File: src/rtl/seg_scan_if.sv
// Signal bundle between the stored-time source and the multiplexed 7-segment scanner.
// The master side supplies the digits and display controls. The slave side drives the display.
interface seg_scan_if #(
  parameter int NUM_DIGITS = 6
);
  logic [4*NUM_DIGITS-1:0] bcd_time;
  logic [NUM_DIGITS-1:0]   blink_mask;
  logic                    blank_lead;
  logic [6:0]              seg;
  logic                    dp;
  logic [NUM_DIGITS-1:0]   an;
  logic                    frame_done;

  modport master (
    output bcd_time, blink_mask, blank_lead,
    input  seg, dp, an, frame_done
  );

  modport slave (
    input  bcd_time, blink_mask, blank_lead,
    output seg, dp, an, frame_done
  );
endinterface

File: src/rtl/seg_scan_driver.sv
// Common-anode 7-segment scanner for HH:MM:SS. It snapshots the time once per frame,
// blanks the start of each digit slot, and supports per-digit blink and leading-zero suppression.
module seg_scan_driver #(
  parameter int NUM_DIGITS   = 6,
  parameter int REFRESH_DIV  = 1000,
  parameter int BLANK_CYCLES = 8,
  parameter int BLINK_FRAMES = 64
) (
  input  logic        clk,
  input  logic        reset,
  seg_scan_if.slave   bus
);
  localparam int CW = $clog2(REFRESH_DIV);
  localparam int IW = (NUM_DIGITS > 1) ? $clog2(NUM_DIGITS) : 1;
  localparam int FW = (BLINK_FRAMES > 1) ? $clog2(BLINK_FRAMES) : 1;
  localparam int SW = 4 * NUM_DIGITS;

  // Segment patterns are {g,f,e,d,c,b,a}, active-low. Non-BCD values show a dash.
  function automatic logic [6:0] seg_encode(input logic [3:0] v);
    logic [6:0] pat;
    case (v)
      4'd0:    pat = 7'b1000000;
      4'd1:    pat = 7'b1111001;
      4'd2:    pat = 7'b0100100;
      4'd3:    pat = 7'b0110000;
      4'd4:    pat = 7'b0011001;
      4'd5:    pat = 7'b0010010;
      4'd6:    pat = 7'b0000010;
      4'd7:    pat = 7'b1111000;
      4'd8:    pat = 7'b0000000;
      4'd9:    pat = 7'b0010000;
      default: pat = 7'b0111111;
    endcase
    return pat;
  endfunction

  logic [CW-1:0]         cnt_r, cnt_nxt_s;
  logic [IW-1:0]         idx_r, idx_nxt_s;
  logic [FW-1:0]         frame_cnt_r, frame_cnt_nxt_s;
  logic                  blink_phase_r, blink_phase_nxt_s;
  logic [SW-1:0]         shadow_r, shadow_nxt_s;
  logic                  load_pending_r;
  logic [6:0]            seg_r, seg_s;
  logic                  dp_r, dp_s;
  logic [NUM_DIGITS-1:0] an_r, an_s;
  logic                  frame_done_r;
  logic                  slot_end_s, last_digit_s, frame_end_s;
  logic [3:0]            digit_s;
  logic                  blank_s;

  assign slot_end_s   = (cnt_r == CW'(REFRESH_DIV - 1));
  assign last_digit_s = (idx_r == IW'(NUM_DIGITS - 1));
  assign frame_end_s  = slot_end_s && last_digit_s;

  // Next scan position, blink timing and frame snapshot
  always_comb begin
    cnt_nxt_s         = cnt_r;
    idx_nxt_s         = idx_r;
    frame_cnt_nxt_s   = frame_cnt_r;
    blink_phase_nxt_s = blink_phase_r;
    shadow_nxt_s      = shadow_r;
    if (slot_end_s) begin
      cnt_nxt_s = '0;
      if (last_digit_s) begin
        idx_nxt_s = '0;
      end else begin
        idx_nxt_s = idx_r + IW'(1);
      end
    end else begin
      cnt_nxt_s = cnt_r + CW'(1);
    end
    if (frame_end_s) begin
      shadow_nxt_s = bus.bcd_time;
      if (frame_cnt_r == FW'(BLINK_FRAMES - 1)) begin
        frame_cnt_nxt_s   = '0;
        blink_phase_nxt_s = ~blink_phase_r;
      end else begin
        frame_cnt_nxt_s = frame_cnt_r + FW'(1);
      end
    end else if (load_pending_r) begin
      shadow_nxt_s = bus.bcd_time;
    end else begin
      shadow_nxt_s = shadow_r;
    end
  end

  // Display image for the current slot. Blink and lead control are sampled live.
  always_comb begin
    digit_s = shadow_r[{idx_r, 2'b00} +: 4];
    blank_s = (int'(cnt_r) < BLANK_CYCLES)
           || (bus.blink_mask[idx_r] && blink_phase_r)
           || (bus.blank_lead && (int'(idx_r) == 5) && (digit_s == 4'd0));
    an_s  = '1;
    seg_s = 7'b1111111;
    dp_s  = 1'b1;
    if (blank_s) begin
      an_s  = '1;
      seg_s = 7'b1111111;
      dp_s  = 1'b1;
    end else begin
      an_s[idx_r] = 1'b0;
      seg_s       = seg_encode(digit_s);
      dp_s        = !((int'(idx_r) == 2) || (int'(idx_r) == 4));
    end
  end

  // State and registered display outputs
  always_ff @(posedge clk or negedge reset) begin
    if (!reset) begin
      cnt_r          <= '0;
      idx_r          <= '0;
      frame_cnt_r    <= '0;
      blink_phase_r  <= 1'b0;
      shadow_r       <= '0;
      load_pending_r <= 1'b1;
      an_r           <= '1;
      seg_r          <= 7'b1111111;
      dp_r           <= 1'b1;
      frame_done_r   <= 1'b0;
    end else begin
      cnt_r          <= cnt_nxt_s;
      idx_r          <= idx_nxt_s;
      frame_cnt_r    <= frame_cnt_nxt_s;
      blink_phase_r  <= blink_phase_nxt_s;
      shadow_r       <= shadow_nxt_s;
      load_pending_r <= 1'b0;
      an_r           <= an_s;
      seg_r          <= seg_s;
      dp_r           <= dp_s;
      frame_done_r   <= frame_end_s;
    end
  end

  assign bus.an         = an_r;
  assign bus.seg        = seg_r;
  assign bus.dp         = dp_r;
  assign bus.frame_done = frame_done_r;
endmodule

File: src/flat_wrapper.sv
// flat-port wrapper written by rule: the top's interface ports become plain ports
module seg_scan_driver_flat 
#(
  parameter int NUM_DIGITS   = 6,
  parameter int REFRESH_DIV  = 1000,
  parameter int BLANK_CYCLES = 8,
  parameter int BLINK_FRAMES = 64
)
  (clk, reset, bus_bcd_time, bus_blink_mask, bus_blank_lead, bus_seg, bus_dp, bus_an, bus_frame_done);
  seg_scan_if #(.NUM_DIGITS(NUM_DIGITS)) bus_i ();
  input  logic clk;
  input  logic reset;
  input wire logic [$bits(bus_i.bcd_time)-1:0] bus_bcd_time;
  input wire logic [$bits(bus_i.blink_mask)-1:0] bus_blink_mask;
  input wire logic [$bits(bus_i.blank_lead)-1:0] bus_blank_lead;
  output wire logic [$bits(bus_i.seg)-1:0] bus_seg;
  output wire logic [$bits(bus_i.dp)-1:0] bus_dp;
  output wire logic [$bits(bus_i.an)-1:0] bus_an;
  output wire logic [$bits(bus_i.frame_done)-1:0] bus_frame_done;
  assign bus_i.bcd_time = bus_bcd_time;
  assign bus_i.blink_mask = bus_blink_mask;
  assign bus_i.blank_lead = bus_blank_lead;
  assign bus_seg = bus_i.seg;
  assign bus_dp = bus_i.dp;
  assign bus_an = bus_i.an;
  assign bus_frame_done = bus_i.frame_done;
  seg_scan_driver #(.NUM_DIGITS(NUM_DIGITS), .REFRESH_DIV(REFRESH_DIV), .BLANK_CYCLES(BLANK_CYCLES), .BLINK_FRAMES(BLINK_FRAMES)) u_core (.clk(clk), .reset(reset), .bus(bus_i));
endmodule
File: config.mk
export PLATFORM = sky130hd
export DESIGN_NAME = seg_scan_driver_flat
export DESIGN_NICKNAME = d
export VERILOG_FILES = /design/src/rtl/seg_scan_if.sv /design/src/rtl/seg_scan_driver.sv /design/src/flat_wrapper.sv
export SDC_FILE = /design/constraint.sdc
export NUM_CORES = 1
export LEC_CHECK = 0
export CORE_ASPECT_RATIO = 1.4
export CORE_MARGIN = 2
export CORE_UTILIZATION = 53
export CTS_CLUSTER_DIAMETER = 200
export DETAILED_ROUTE_END_ITERATION = 8
export MAX_ROUTING_LAYER = met4
export PLACE_DENSITY_LB_ADDON = 0.2
export SLEW_MARGIN = 10
export SYNTH_ARGS = -nofsm -noshare
export SYNTH_HDL_FRONTEND = slang
export SYNTH_SLANG_ARGS = --single-unit
File: constraint.sdc
create_clock -name clk -period 2.81 [get_ports clk]
set_input_delay 0.562 -clock clk [delete_from_list [all_inputs] [get_ports clk]]
set_output_delay 0.562 -clock clk [all_outputs]
set_load 0.1 [all_outputs]
### Yosys cells after proc, flatten, opt, wreduce, memory -nomap -nowiden

Memories as Yosys holds them, arrays and structs flattened.
Cells that the tools add are included.

* register bits after elaboration: 60
* memory bits (read-only): 112
* bits of input ports: 33
* memories kept: 1
* word-level logic and storage cells: 50
* output and inout bits: 15

Memory list
* (name not given): words 16, width 7, read ports 1, clocked after memory_dff 0, write ports 0, RTL line seg_scan_driver.sv:21 `case (v)`

* $add $sub $neg: 3
* bitwise gates (word level): 2
* order comparisons: 3
* equality and inequality tests: 6
* reductions and logical operators: 12
* muxes and demuxes: 12
* shifts and indexed selects: 1

Operators by type and width (count)
* $mux 24: 2
* $shiftx 24x6->4: 1
* $eq 3x3->1 const B: 4
* $mux 6: 2
* $add 10x1->10 const B: 1
* $eq 10x10->1 const B: 1
* $lt 10x4->1 const B: 1
* $mux 10: 1
* $mux 7: 1
* $add 6x1->6 const B: 1
* $eq 6x6->1 const B: 1
* $not 6->6: 1
* $logic_and 1x1->1: 5
* $logic_not 4->1: 1
* $lt 3x4->1 const B: 1
* $add 3x1->3 const B: 1
* $bmux 1 s3: 1
* $demux 1 s3: 1
* $ge 3x1->1 const B: 1
* $logic_or 1x1->1: 3
* $mux 1: 3
* $mux 3: 1
* $reduce_and 2->1: 1
* $reduce_bool 2->1: 1
* 2 further kinds: 2

### Longest topological paths before layout

Gate-level depths: netlist of the first run.

* word-level depth: 6
* mapped depth: 11
* gate-level depth less buffers: 9

### Least setup slack after synthesis of the first run

Ideal clock, no wire load.

* path type: register to register
* from: reg u_core.idx_r[0]
* to: reg u_core.dp_r, in the netlist u_core.bus.dp
* period minus slack after synthesis: 2482 ps
* data required time: 2738 ps
* setup time: 72 ps
* arrival: 2410 ps
* buffers on the path: 2
* cell stages (with the launch flop): 12
* path slack: 328 ps
* path through: dfrtp_1 > buf_6 > buf_2 > mux2_2 > o2bb2ai_1 > a21oi_1 > ha_1 > nand2_1 > nor4_1 > a211oi_4 > and2b_1 > o21ai_1

* longest elaborated chain between the ends: 6
* elaborated cells between the ends (all ways): 15
* classes of those cells: eq/ne (3); shift (1); mux (3); reduce/logical (8)

RTL lines
* from (decl): RTL line seg_scan_driver.sv:38 `logic [IW-1:0] idx_r, idx_nxt_s;`
* from (signal assigned): RTL line seg_scan_driver.sv:122 `idx_r <= idx_nxt_s;`
* branches (longest 5 deep; another with $shiftx 24x6->4)
* $mux 1 *: RTL line seg_scan_driver.sv:96 `if (blank_s) begin`
* named net u_core.dp_s: RTL line seg_scan_driver.sv:44 `logic dp_r, dp_s;`
* to (signal assigned): RTL line seg_scan_driver.sv:129 `dp_r <= dp_s;`
* to (decl): RTL line seg_scan_driver.sv:44

Mark *: on every way through the listed nets, which the timed path passes. The select of a mux whose other input is x is not followed.
A chain may end at the register's enable or synchronous reset.

### Worst setup path in the final report of the first run

Ends and elaborated chain as after synthesis.

==> results of run 1 <==
## routing by layer
layer | up-vias | global-route usage [%] | share of wire, %
met5 | - | - | 0
met4 | 0 | 9.722 | 1.7
met3 | 8 | 4.489 | 4.7
met2 | 48 | 28.37 | 49
met1 | 901 | 26.16 | 45
li1 | 930 | - | -
## logic make-up (layout without fill, tap and decap cells)
logic type / count (synthesis) / in the layout / share of synthesized area (%)
simple gates: 64 / 64 / 11.49
flops: 60 / 60 / 53.48
mux: 38 / 38 / 16.90
compound gates: 32 / 32 / 7.834
buf+inv: 17 / 76 / 3.257
xor+xnor: 11 / 11 / 3.389
fa+ha+maj: 8 / 8 / 3.521
other cells: 1 / 1 / 0.1319
## flip-flops by register name, summed over array words and instances, names as in the netlist
register,count
u_core.shadow_r,24
u_core.cnt_r,10
u_core.bus.seg,7
u_core.bus.an,6
u_core.frame_cnt_r,6
u_core.idx_r,3
u_core.blink_phase_r,1
u_core.bus.dp,1
u_core.bus.frame_done,1
u_core.load_pending_r,1
## layout make-up
class	instances	area (um2)
timing repair buffer	51	457.9
inverter	9	33.78
multi-input combinational	154	1230
clock buffer	11	131.4
clock inverter	5	100.1
tap	66	82.58
fill	393	1603
sequential	60	1520
## power groups by stage
| stage | combinational [mW] | sequential (mW) | clock [mW] |
|---|---|---|---|
| after CTS | 0.332 | 0.951 | 0.930 |
| after global placement | 0.328 | 0.965 | 0 |
| after detailed placement | 0.331 | 0.966 | 0 |
| after global routing | 0.353 | 0.954 | 0.974 |
| final | 0.328 | 0.950 | 0.912 |
| after floorplan | 0.107 | 1.08 | 0 |
## through the flow
| step | worst slack, ns | total power, mW | hold WS (ns) |
|---|---|---|---|
| floorplan | 0.3281 | 1.191 | 0.2664 |
| global placement | 0.3222 | 1.292 | 0.4712 |
| detailed placement | 0.2205 | 1.297 | 0.4709 |
| CTS | 0.2049 | 2.213 | 0.3897 |
| global route | 0.02101 | 2.282 | 0.4330 |
| finish | 0.2215 | 2.190 | 0.3612 |
## placed cells by master (no fill, tap or decap), drive strengths merged, types with 2 or more instances in the layout
cell type and n:
nor2b 3, nor3 3, bufinv 3, o2bb2ai 2, nor2 17, o31ai 2
a21oi 9, clkdlybuf4s50 31, clkbuf 11, inv 9, buf 20, o21ai 11
nand2 18, dfrtp 45, mux4 4, mux2i 3, nand3 9, xnor2 6
nor4 3, ha 8, mux2 31, dfstp 15, xor2 5, nand4 4
clkinv 2
## worst max-delay path by stage
stage	end	slack (ns)	from	cells after the start
detailed placement	u_core.bus.dp	0.22	u_core.idx_r[0]	8
finish	u_core.bus.dp	0.22	u_core.idx_r[0]	8
floorplan	u_core.bus.dp	0.33	u_core.idx_r[0]	11
global placement	u_core.shadow_r[18]	0.32	u_core.cnt_r[0]	5
global route	u_core.bus.dp	0.02	u_core.idx_r[0]	8
CTS	u_core.bus.dp	0.20	u_core.idx_r[0]	8
==> run metrics, run 1 <==
reg-to-reg startpoint u_core.idx_r[0]; Worst R2R Setup Slack 0.22 ns; Synth Warn # 0; Pint 1.637 mW; vias in the first global route 1878; deepest clock path buffer count 2; Syn Std Cell Area 2843 um2; count leader, synth dfrtp_1; DRT iter0 DRCs 80; Worst Path Max Fanout 10; Worst Tran Pin Value 1.127 ns; design area 3556 um2; Top FF cell, synth dfrtp_1; hold crit path type input port to asynchronous set/reset pin; Max Slew Vio Count 0; layout net count 326; combinational share of power 15.0%; CP delay by family, top simple AND/OR/NAND/NOR gates; Final Hold Fails 0; post-route ant nets 0; placed inst area 3324 um2; Post-CTS Setup Inserts 0; worst setup path category register to register; Post-Syn Instances 231; crit path cell chain mux4_1, a21oi_1, ha_1, nand2_1, nor4_1, a211oi_4, and2b_1, o21ai_1; P&R area growth vs syn 25.09%; final core utilization 68.93%; clock slew at reported path FFs 0.07 ns; Synth top area share 39.61%; Die Y 90.66 um; antenna violations before repair 0; slowest stage cell, crit path mux4_1; total track usage 19.70%; Initial Util 55.11%; final cell count without fillers 356; die area 5974 um2; clock latency at the later pin of the worst-skew pair 0.34 ns; hold_buf cts 0; critical path data required time 3.07 ns; Yosys top cell by area dfrtp_1; DR DRC count 0; WP data arrival 2.85 ns; Ports 48; Post-synth top cells dfrtp_1, mux2_2, nand2_1; sequential-to-total area share from yosys stat 53.48%; Total Wirelength 4896 um; Seq pwr share 43.4%; clock sinks 60; Tcrit/Tclk final 92.12%; Leakage 1.517 nW; CP Launch Type register; Max VDD drop 390.7 uV; IO Port Bufs 47; R2R Path End u_core.bus.dp; TritonCTS clock tree yes; Clock Power Share 41.6%; largest net degree at the start of global routing 61; # setup viols final 0; root buf cell clkbuf_8; n_diodes 0; Synth Net Count 272; vias per cell 5.301; worst path bufs/invs 0; Core ar. 5159 um2; HPWL after DPL 3572 um; Placer Congestion 0.8638; Max-slew headroom 24.81%; Synth area leaders dfrtp_1, dfstp_2, mux2_2; post-synthesis average cell area 12.31 um2; grt total ovfl 0; path depth of the worst reg2reg path 8; CP max stage delay 0.59 ns; router iterations before antenna repair 4; Routed wire per std cell 13.75 um; Yosys cell types 47; fmax 386.3 MHz; RSZ-0062 raised after global routing no; Cells after DPL 340; #FFs+latches synth 60; Psw 0.5526 mW; CTS Buf Count 9; via count 1887; Fin Setup TNS 0 ns; post-CTS sizing 0; PD cells 615.9 nW/um2; Die Wd 65.90 um; number of enable flip-flop cells after synthesis 0; H-tree lvl count 3; ratio of cells with drive above 1 in the final layout 29.31%; status finished clean; max_cap viols 0; endpoint class of the critical path register; async set-reset flop share out of synthesis 100.0%; first-pass GRT wire length 8666 um; min Tclk post-route 2.589 ns; switch share 25.23%; Rows 31; skew final 0.009020 ns
Power figures use the tool's default switching activity.
==> run 2, diff against run 1 <==
--- a/config.mk
+++ b/config.mk
@@ -7,7 +7,8 @@
 export LEC_CHECK = 0
 export CORE_ASPECT_RATIO = 1.4
 export CORE_MARGIN = 2
-export CORE_UTILIZATION = 53
+export CORE_UTILIZATION = 55
+export CTS_BUF_LIST = sky130_fd_sc_hd__clkbuf_4
 export CTS_CLUSTER_DIAMETER = 200
 export DETAILED_ROUTE_END_ITERATION = 8
 export MAX_ROUTING_LAYER = met4
==> run 2 against run 1 <==
Effect of this change: clock skew is 0.0034 ns lower; largest cell class unchanged; sequential share of layout area is 0.29 points higher; final cell count is 1.1% higher; worst setup slack worse by 0.0038 ns.
==> run metrics, run 2 (synthesis gave the netlist of run 1 again) <==
Total Wirelength 5059 um; grt total ovfl 0; Max-slew headroom 24.52%; final core utilization 69.51%; Largest register FFs 24; die area 5768 um2; # setup viols final 0; Core ar. 5081 um2; vias per cell 5.283; total track usage 20.89%; Worst Path Max Fanout 10; most frequent cells in the layout dfrtp_1, clkdlybuf4s50_1, mux2_2; antenna violations before repair 0; combinational share of power 16.5%; Die Wd 64.76 um; min Tclk post-route 2.592 ns; CTS Buf Count 9; Psw 0.5230 mW; P&R area growth vs syn 24.25%; skew final 0.005623 ns; multi-input combinational cell area 1230 um2; layout net count 330; max_cap viols 0; via count 1902; H-tree lvl count 3; WP data arrival 2.91 ns; Final Hold Fails 0; Clock Power Share 36.8%; PD cells 574.8 nW/um2; clock sinks 60; deepest clock path buffer count 2; Ports 48; hold crit path type input port to asynchronous set/reset pin; post-CTS sizing 0; fillers 399; endpoint class of the critical path register; Leakage 1.515 nW; switch share 25.76%; Sequential Area 1520 um2; clock latency at the later pin of the worst-skew pair 0.40 ns; Worst Tran Pin Value 1.131 ns; Routed wire per std cell 14.05 um; Max Slew Vio Count 0; Rows 31; clock slew at reported path FFs 0.09 ns; worst setup path category register to register; critical path data required time 3.13 ns; Pint 1.507 mW; Initial Util 55.95%; root buf cell clkbuf_4; post-route ant nets 0; TritonCTS clock tree yes; first-pass GRT wire length 8707 um; status finished clean; Seq pwr share 46.8%; IO Port Bufs 47; DRT iter0 DRCs 78; DR DRC count 0; hold_buf cts 0; n_diodes 0; most common cell after layout, fill and taps aside dfrtp_1; fmax 385.8 MHz; Top reg by flops u_core.shadow_r; RSZ-0062 raised after global routing no; Placer Congestion 0.8617; Post-CTS Setup Inserts 0; largest net degree at the start of global routing 26; vias in the first global route 1914; HPWL after DPL 3860 um; Tcrit/Tclk final 92.25%; router iterations before antenna repair 4; CP Launch Type register; Max VDD drop 460.0 uV; ratio of cells with drive above 1 in the final layout 30.27%; Fin Setup TNS 0 ns; Die Y 89.07 um
-- run 2: metal layers --
layer,vias up,share of wire (%),global-route usage [%]
met3,9,5.1,7.053
li1,935,-,-
met5,-,0,-
met1,906,43,24.98
met2,52,50,32.61
met4,0,1.7,8.511
-- run 2: final timing paths --
path                                             from                    end  slack (ns)  cells past startpoint
worst max register to register        u_core.idx_r[0]          u_core.bus.dp        0.22                      8
min in group clk                u_core.frame_cnt_r[5]  u_core.frame_cnt_r[5]        0.49                      1
worst min-delay path                            reset  u_core.frame_cnt_r[4]        0.13                      1
worst min register to register  u_core.frame_cnt_r[5]  u_core.frame_cnt_r[5]        0.49                      1
worst max-delay path                  u_core.idx_r[0]          u_core.bus.dp        0.22                      8
max in group asynchronous                       reset  u_core.load_pending_r        1.99                      2
-- run 2: per-stage QoR --
step	cell area, um2	setup slack (ns)	power [mW]	cells	hold slack (ns)
detailed placement	3354	0.2901	1.303	344	0.4765
global route	3532	0.01379	2.135	360	0.1371
finish	3532	0.2177	2.030	360	0.1294
CTS	3532	0.2180	2.046	360	0.1302
floorplan	2843	0.3281	1.191	231	0.2664
global placement	3354	0.3293	1.297	344	0.4681
-- run 2: final cells by class --
| cell class | count | share of cell area, % |
|---|---|---|
| clock buffers | 10 | 2.125 |
| clock inverters | 6 | 2.905 |
| inverters | 9 | 0.9564 |
| multi-input cells | 154 | 34.82 |
| flip-flops and latches | 60 | 43.04 |
| well taps | 66 | 2.338 |
| repair buffers | 55 | 13.82 |
-- run 2: power by group through the flow --
stage	logic (mW)	clock network (mW)	registers (mW)
6_report	0.335	0.746	0.949
3_3_place_gp	0.333	0	0.964
3_5_place_dp	0.336	0	0.966
2_1_floorplan	0.107	0	1.08
5_1_grt	0.362	0.819	0.954
4_1_cts	0.337	0.760	0.950
-- run 2: worst max-delay path, stage by stage (launching register included) --
cell and delay (ns):
dfrtp_1 0.52, mux4_1 0.63, a21oi_1 0.23, ha_1 0.21, nand2_1 0.06, nor4_1 0.39
a211oi_4 0.14, and2b_1 0.23, o21ai_1 0.10
==> run 3, diff against run 2 <==
--- a/config.mk
+++ b/config.mk
@@ -5,9 +5,10 @@
 export SDC_FILE = /design/constraint.sdc
 export NUM_CORES = 1
 export LEC_CHECK = 0
+export ABC_AREA = 1
 export CORE_ASPECT_RATIO = 1.4
 export CORE_MARGIN = 2
-export CORE_UTILIZATION = 55
+export CORE_UTILIZATION = 56
 export CTS_BUF_LIST = sky130_fd_sc_hd__clkbuf_4
 export CTS_CLUSTER_DIAMETER = 200
 export DETAILED_ROUTE_END_ITERATION = 8
==> run 3 against run 2 <==
Effect of this change: cell area increased by 5.4%; highest routed layer unchanged; synthesized area increased by 11%; critical path type unchanged; first-iteration DRC count increased by 90%; clock skew increased by 0.011 ns; register-to-register slack improved by 0.097 ns; combinational power increased by 2%.
==> run metrics, run 3 <==
status finished clean; endpoint class of the critical path register; via count 2454; deepest clock path buffer count 2; #FFs+latches synth 60; DR DRC count 0; design area 3722 um2; most common cell after layout, fill and taps aside nand2_1; H-tree lvl count 3; fmax 400.7 MHz; n_diodes 0; Worst Path Max Fanout 20; Post-synth top cells nand2_1, inv_1, dfrtp_1; Die Wd 67.39 um; Routed wire per std cell 11.72 um; largest net degree at the start of global routing 49; Die Y 92.75 um; Synth top area share 35.74%; CP max stage delay 0.62 ns; Fin Setup TNS 0 ns; Largest register FFs 24; Leakage 1.863 nW; Max Slew Vio Count 0; Total Wirelength 5873 um; Top reg by flops u_core.shadow_r; Core ar. 5485 um2; clock latency at the later pin of the worst-skew pair 0.41 ns; Synth Warn # 0; P&R area growth vs syn 18.15%; Cells after DPL 485; Syn Std Cell Area 3151 um2; HPWL after DPL 4270 um; worst setup path category register to register; Placer Congestion 0.9269; antenna violations before repair 0; Final Hold Fails 0; CP most frequent cell nand2_1; post-route ant nets 0; hold_buf cts 0; count leader, synth nand2_1; first-pass GRT wire length 10130 um; TritonCTS clock tree yes; clock sinks 60; post-CTS sizing 0; most frequent cells in the layout nand2_1, inv_1, dfrtp_1; ratio of cells with drive above 1 in the final layout 19.40%; vias in the first global route 2385; Post-Syn Instances 382; vias per cell 4.898; placed inst area 3563 um2; Rows 32; grt total ovfl 0; crit path cell chain inv_2, nand3_2, nor2_1, a21oi_1, nand2_1, inv_1, ha_1, nand2_1, nor2_1, a21oi_4, nand2_1; min Tclk post-route 2.496 ns; total track usage 22.29%; RSZ-0062 raised after global routing no; final core utilization 67.86%; hold crit path type input port to asynchronous set/reset pin; skew final 0.01695 ns; CP Launch Type register; number of enable flip-flop cells after synthesis 0; router iterations before antenna repair 5; Post-CTS Setup Inserts 0; WP data arrival 2.81 ns; PD cells 527.4 nW/um2; Worst Tran Pin Value 0.6199 ns; slowest stage cell, crit path dfrtp_1; DRT iter0 DRCs 148; final hold slack 0.1359 ns; sequential-to-total area share from yosys stat 48.25%; Worst R2R Setup Slack 0.31 ns; layout net count 469; IO Port Bufs 47; post-synthesis average cell area 8.247 um2; max_cap viols 0; async set-reset flop share out of synthesis 100.0%; Tcrit/Tclk final 88.82%; Ports 48; # setup viols final 0; Top FF cell, synth dfrtp_1; final cell count without fillers 501; CTS Buf Count 9; root buf cell clkbuf_4; Initial Util 57.44%; die area 6250 um2; Max-slew headroom 58.67%; Max VDD drop 345.7 uV; Synth area leaders dfrtp_1, nand2_1, dfstp_2; clock slew at reported path FFs 0.11 ns; Synth Net Count 423; Yosys cell types 34; critical path data required time 3.13 ns; Yosys top cell by area dfrtp_1
## run 3: changes by cell type in the layout (fill, tap and decap cells not counted), moves of 4 or more
cell and delta:
nand2_2 +15, nor2_1 +4, inv_2 +4, o21ai_1 +12
o21ai_0 +13, buf_4 -8, mux2_2 -28, inv_1 +40
nand2_1 +97, nor3_1 +8
## run 3: final cells by class
| type | count | area (um2) |
|---|---|---|
| Sequential cell | 60 | 1520 |
| Tap cell | 68 | 85.08 |
| Inverter | 55 | 211.5 |
| Timing Repair Buffer | 48 | 447.9 |
| Multi-Input combinational cell | 254 | 1299 |
| Clock inverter | 5 | 76.32 |
| Fill cell | 460 | 1763 |
| Clock buffer | 11 | 82.58 |
## run 3: path summary, 6_finish.rpt
check                                     start               endpoint  cells past startpoint
hold reg to reg            u_core.blink_phase_r   u_core.blink_phase_r                      1
setup / recovery                u_core.idx_r[0]      u_core.bus.seg[4]                     11
hold / removal                            reset        u_core.cnt_r[2]                      1
max in group asynchronous                 reset  u_core.load_pending_r                      2
min in group clk           u_core.blink_phase_r   u_core.blink_phase_r                      1
setup reg to reg                u_core.idx_r[0]      u_core.bus.seg[4]                     11
## run 3: per-stage QoR
stage	setup slack (ns)	total power, mW
after floorplan	0.8241	1.191
after global placement	0.5027	1.292
after detailed placement	0.3575	1.300
after CTS	0.3280	1.985
after global routing	0.01648	2.065
final	0.3143	1.963
## run 3: power by group
part | internal [mW] | total (mW) | switching (mW)
combinational | 0.108 | 0.341 | 0.232
clock | 0.377 | 0.679 | 0.302
sequential | 0.922 | 0.944 | 0.0218
## run 3: cells by family after synthesis
group / Yosys count / synth area share, %
compound gates: 49 / 8.380
xor+xnor: 8 / 2.224
fa+ha+maj: 8 / 3.177
buf+inv: 68 / 10.52
flops: 60 / 48.25
other cells: 1 / 0.1190
simple gates: 188 / 27.32
## run 3: critical path, delay by kind of cell, from the launching register on
kind	cells	cell delay, ns
buffers and inverters	2	0.43
DFF	1	0.62
and+or+nand+nor	6	0.67
AOI/OAI and AO/OA	2	0.47
adders and majority gates	1	0.22
## run 3: routing by layer
metal	track usage, %	part of all wire [%]	wire length (um)
met4	12.24	2.6	152
met2	35.31	51	2984
met1	26.23	43	2511
met5	-	0	0
met3	4.374	3.8	225
